**config.mk**
```make
export PLATFORM = sky130hd
export DESIGN_NAME = cgia_vram_arbiter
export DESIGN_NICKNAME = d
export VERILOG_FILES = /design/src/rtl/cgia_vram_arbiter.sv
export SDC_FILE = /design/constraint.sdc
export NUM_CORES = 1
export LEC_CHECK = 0
export ABC_CLOCK_PERIOD_IN_PS = 1900
export CORE_MARGIN = 5
export CORE_UTILIZATION = 25
export DETAILED_ROUTE_END_ITERATION = 8
export PLACE_DENSITY = 0.79
export SYNTH_ARGS = -nofsm -noshare
export SYNTH_HDL_FRONTEND = slang
export SYNTH_SLANG_ARGS = --single-unit
```
**constraint.sdc**
```tcl
create_clock -name clk_i -period 1.9 [get_ports clk_i]
set_input_delay 0.38 -clock clk_i [delete_from_list [all_inputs] [get_ports clk_i]]
set_output_delay 0.38 -clock clk_i [all_outputs]
set_load 0.02 [all_outputs]
```
**src/rtl/cgia_vram_arbiter.sv**
```systemverilog
// Arbiter sharing the VRAM Wishbone slave between the CGIA fetcher (V) and
// the host CPU (C). V has fixed priority; after MAX_RUN consecutive V acks
// with C waiting, C is granted one transfer before V resumes.
module cgia_vram_arbiter #(
  parameter int MAX_RUN = 8
) (
  input  logic        clk_i,
  input  logic        reset_i,
  input  logic        v_cyc_i,
  input  logic [22:0] v_adr_i,
  output logic        v_ack_o,
  output logic [15:0] v_dat_o,
  input  logic        c_cyc_i,
  input  logic        c_stb_i,
  input  logic        c_we_i,
  input  logic [1:0]  c_sel_i,
  input  logic [22:0] c_adr_i,
  input  logic [15:0] c_dat_i,
  output logic        c_ack_o,
  output logic [15:0] c_dat_o,
  output logic        m_cyc_o,
  output logic        m_stb_o,
  output logic        m_we_o,
  output logic [1:0]  m_sel_o,
  output logic [22:0] m_adr_o,
  output logic [15:0] m_dat_o,
  input  logic        m_ack_i,
  input  logic [15:0] m_dat_i
);

  typedef enum logic [1:0] {
    ST_IDLE = 2'd0,
    ST_VID  = 2'd1,
    ST_CPU  = 2'd2
  } state_t;

  // Run value at which the next V ack hands one transfer to a waiting CPU.
  localparam logic [7:0] RUN_LAST  = 8'(MAX_RUN - 1);
  localparam bit         STEAL_ENA = (MAX_RUN != 0);

  state_t     state_q, state_d;
  logic [7:0] run_q, run_d;

  logic v_ack;
  logic c_ack;

  // Grant register and run counter.
  always_ff @(posedge clk_i) begin
    if (reset_i) begin
      state_q <= ST_IDLE;
      run_q   <= 8'd0;
    end else begin
      state_q <= state_d;
      run_q   <= run_d;
    end
  end

  // Bus steering: outputs follow the granted master combinationally.
  always_comb begin
    m_cyc_o = 1'b0;
    m_stb_o = 1'b0;
    m_we_o  = 1'b0;
    m_sel_o = 2'b00;
    m_adr_o = 23'd0;
    m_dat_o = 16'd0;
    v_ack   = 1'b0;
    c_ack   = 1'b0;
    case (state_q)
      ST_VID: begin
        m_cyc_o = v_cyc_i;
        m_stb_o = v_cyc_i;
        m_sel_o = 2'b11;
        m_adr_o = v_adr_i;
        v_ack   = m_ack_i & v_cyc_i;
      end
      ST_CPU: begin
        m_cyc_o = c_cyc_i;
        m_stb_o = c_stb_i;
        m_we_o  = c_we_i;
        m_sel_o = c_sel_i;
        m_adr_o = c_adr_i;
        m_dat_o = c_dat_i;
        c_ack   = m_ack_i & c_cyc_i & c_stb_i;
      end
      default: ;
    endcase
  end

  assign v_ack_o = v_ack;
  assign c_ack_o = c_ack;
  // Read data is broadcast; each master qualifies it with its own ack.
  assign v_dat_o = m_dat_i;
  assign c_dat_o = m_dat_i;

  // Next grant: V wins ties; a waiting CPU steals one slot after a long V run.
  always_comb begin
    state_d = state_q;
    case (state_q)
      ST_IDLE: begin
        if (v_cyc_i)      state_d = ST_VID;
        else if (c_cyc_i) state_d = ST_CPU;
      end
      ST_VID: begin
        if (!v_cyc_i)
          state_d = c_cyc_i ? ST_CPU : ST_IDLE;
        else if (STEAL_ENA && m_ack_i && c_cyc_i && run_q == RUN_LAST)
          state_d = ST_CPU;
      end
      ST_CPU: begin
        if (!c_cyc_i)
          state_d = v_cyc_i ? ST_VID : ST_IDLE;
        else if (c_stb_i && m_ack_i && v_cyc_i)
          state_d = ST_VID;
      end
      default: state_d = ST_IDLE;
    endcase
  end

  // Run counter: counts V acks only while the CPU is waiting, saturating.
  always_comb begin
    run_d = run_q;
    if (!c_cyc_i)
      run_d = 8'd0;
    else if (state_q == ST_VID && state_d != ST_VID)
      run_d = 8'd0;
    else if (v_ack && run_q != 8'hFF)
      run_d = run_q + 8'd1;
  end

endmodule
```
==> flow_summary_export.csv <==
group,metric,value,unit
run_status,status,"completed",
cells_and_area,fillers,529,
critical_path,r2r_setup_slack,90,ps
cells_and_area,area_growth,91.5,%
clock_tree,cts_root_buffer,"clkbuf_8",
floorplanning,die_area,7190,um^2
placed_design,preCtsSetupSlack,-309,ps
logic_synthesis,synth_edf_count,0,
placed_design,dpl.cell_count,347,
clock_tree,cts.sinks,10,
route,routed_wl,5.88,mm
logic_synthesis,ys.flop_type,"dfxtp_1",
route,antenna_left,0,
route,routedWlPerCell,16.7,um
logic_synthesis,yosysTopAreaCellShare,17.2,%
route,vias,1644,
clock_tree,clockBufferDepth,2,
logic_synthesis,yosysMostFrequentCell,"buf_4",
sta,worst_slack,50.8,ps
route,drtIter0Drc,46,
sta,rsz0062_at_grt,"yes",
critical_path,worst_ep_arrival_time,1470,ps
critical_path,criticalPathCategory,"reg -> out",
critical_path,crit_chain,"buf_4 > ha_4 > buf_12 > a22oi_2 > nor2b_2 > buf_4",
cells_and_area,layout.cells.non_filler,352,
power,power,0.00102,W
logic_synthesis,netlist_top_cells_count,"buf_4, nor2b_1, a22oi_1",
global_routing,grtUsageTotal,15.0,%
power,ir_drop,0.222,mV
power,p_switching,0.000332,W
floorplanning,initial_core_util,25.5,%
logic_synthesis,yosysUniqueCellTypes,35,
global_routing,antenna_found_initial,0,
logic_synthesis,syn_area_per_cell,7.51,um^2
clock_tree,cts_tree,"yes",
placed_design,gp_congestion,0.827,
cells_and_area,final_nets,374,
floorplanning,rows,27,
power,p_clk_share,20.8,%
critical_path,worstSetupStartpointType,"flip-flop",
global_routing,first_global_vias,1684,
global_routing,grt_max_degree,28,
worst_hold_path,holdCritStartpoint,"run_q[1]",
route,remaining_drc_errors,0,
global_routing,grt_overflow,0,
critical_path,slowest_stage,"dfxtp_2",
sta,setup_viol,0,
clock_tree,clk_pin_slew,40,ps
sta,hold_ws,557,ps
critical_path,r2r_start,"state_q[0]",
critical_path,crit_start,"state_q[0]",
power,cellInternalPower,0.000691,W
placed_design,io_buffers,116,
power,p_per_area,382,nW/um^2
sta,post-route-period-util,97.3,%
floorplanning,die_w,84.8,um
route,drt_pass1_iterations,4,
logic_synthesis,synth_seq_cells,10,
sta,min_period,1850,ps
critical_path,crit_fanout,24,
sta,slew_viol_final,0,
logic_synthesis,ys_warn_count,0,
placed_design,dpl.hpwl,4.72,mm
worst_hold_path,hp-class,"reg -> reg",
sta,skew,0.301,ps
cells_and_area,diodes,0,
power,pwr-share-comb,57.6,%
cells_and_area,drive_gt1_share,39.3,%
critical_path,cpPeakStageDelay,330,ps
sta,finalHoldViolCount,0,
logic_synthesis,syn_nets,278,
logic_synthesis,ys_top_cells_by_area,"buf_4, dfxtp_1, a22oi_1, nor2b_1, and2_1",
global_routing,grt_first_pass_wirelength,8.72,mm
run,max_cap_viol_count,0,
clock_tree,cts_buffers,3,
critical_path,end_kind,"output pin",
floorplanning,ioPinCount,165,
critical_path,cp_common_cell,"buf_4",
clock_tree,worstSkewPairLatency,230,ps
route,viasPerCell,4.67,
logic_synthesis,ys_seq_area_share,14.3,%
power,seqPwrFrac,21.5,%
power,p_leak,1.04,nW
sta,finalSetupTns,0,ps
critical_path,cp.required,1520,ps
logic_synthesis,synth_cells,186,
sta,relSlewSlack,82.9,%
power,swShare,32.5,%
sta,max_freq,541,MHz
logic_synthesis,synth_area_leader_cell,"buf_4",
floorplanning,fp.dieH,84.8,um
clock_tree,h-tree-depth,1,
sta,worstMarginPinSlew,254,ps
floorplanning,core,5470,um^2
logic_synthesis,netlist_area,1400,um^2
logic_synthesis,synthArstFlopShare,0,%
## layout make-up
type                            count  area [um^2]  share of cell area (%)
Sequential cell                    10          203                    7.57
Multi-Input combinational cell    129         1100                    41.2
Clock buffer                        3         41.3                    1.54
Inverter                            3         13.8                   0.514
Timing Repair Buffer              135         1230                    45.8
Tap cell                           72         90.1                    3.37
## per-stage QoR
stage               utilization [%]  cell area [um^2]
floorplan                         -              1450
finish                         48.9              2680
global placement               46.9              2570
global route                   48.9              2680
CTS                            48.3              2650
detailed placement             46.9              2570
## registers in the layout, summed over array words and instances, names as in the netlist
signal   flops
run_q        8
state_q      2
## path summary, 6_finish.rpt
path                            cells after the start     endpoint
worst max register to register                      8     run_q[6]
worst min register to register                      2     run_q[1]
worst max-delay path                                6  m_adr_o[10]
worst min-delay path                                2     run_q[1]
## power by group through the flow
stage / logic, W / clock network (W) / registers [W]
floorplan: 0.000335 / 0 / 0.000222
global placement: 0.000547 / 0 / 0.000221
detailed placement: 0.000556 / 0 / 0.000221
CTS: 0.000582 / 0.000222 / 0.000219
global route: 0.000626 / 0.000237 / 0.000220
finish: 0.000590 / 0.000213 / 0.000220
## layer usage
layer | part of all wire, % | vias to the layer above | wire length [um] | GRT usage, %
met1 | 36 | 744 | 2140 | 15.2
met5 | 0 | - | 0 | 0
met3 | 8.4 | 4 | 497 | 4.91
met4 | 1.1 | 0 | 63 | 3.60
met2 | 54 | 85 | 3180 | 29.3
li1 | - | 811 | - | -
## placed cells by master, fill, tap and decap left out, drive strengths merged
cell / count
dlygate4sd2: 5
nand2: 6
nor2: 3
clkdlybuf4s50: 68
or3: 1
and2: 17
o21a: 1
inv: 3
a32oi: 1
nand4: 2
nand2b: 2
o21ai: 3
mux2i: 3
a21oi: 5
nor4: 1
xor2: 4
clkbuf: 4
clkdlybuf4s15: 12
o221ai: 1
nor3b: 1
o211a: 1
o2111ai: 1
a21boi: 2
a211oi: 1
nor2b: 27
buf: 49
and4b: 1
and3: 5
dfxtp: 10
ha: 5
a22oi: 23
nand3: 3
nor3: 7
a2111oi: 1
or4: 1
## critical path: cells and delay by family, from the launching register on
family / cells / cell delay, ps
fa+ha+maj: 1 / 170
simple gates: 1 / 70
flops: 1 / 330
buf+inv: 3 / 460
compound gates: 1 / 190
## timing repair
action                                  CTS  global route
hold buffers                              0             0
gates cloned                              1             0
endpoints found under the setup margin   52            34
pin swaps                                 1             1
setup buffers                             1             0
resized for setup                       169            20
## cells by family (layout without fill, tap and decap cells)
family	Yosys count	count (layout)	synth area share, %
compound gates	40	40	22.1
xor+xnor	4	4	2.51
fa+ha+maj	5	5	4.48
buf+inv	47	141	21.4
flops	10	10	14.3
mux	3	3	2.15
simple gates	77	77	33.0
Note: power is estimated with default switching activity, not from simulation.
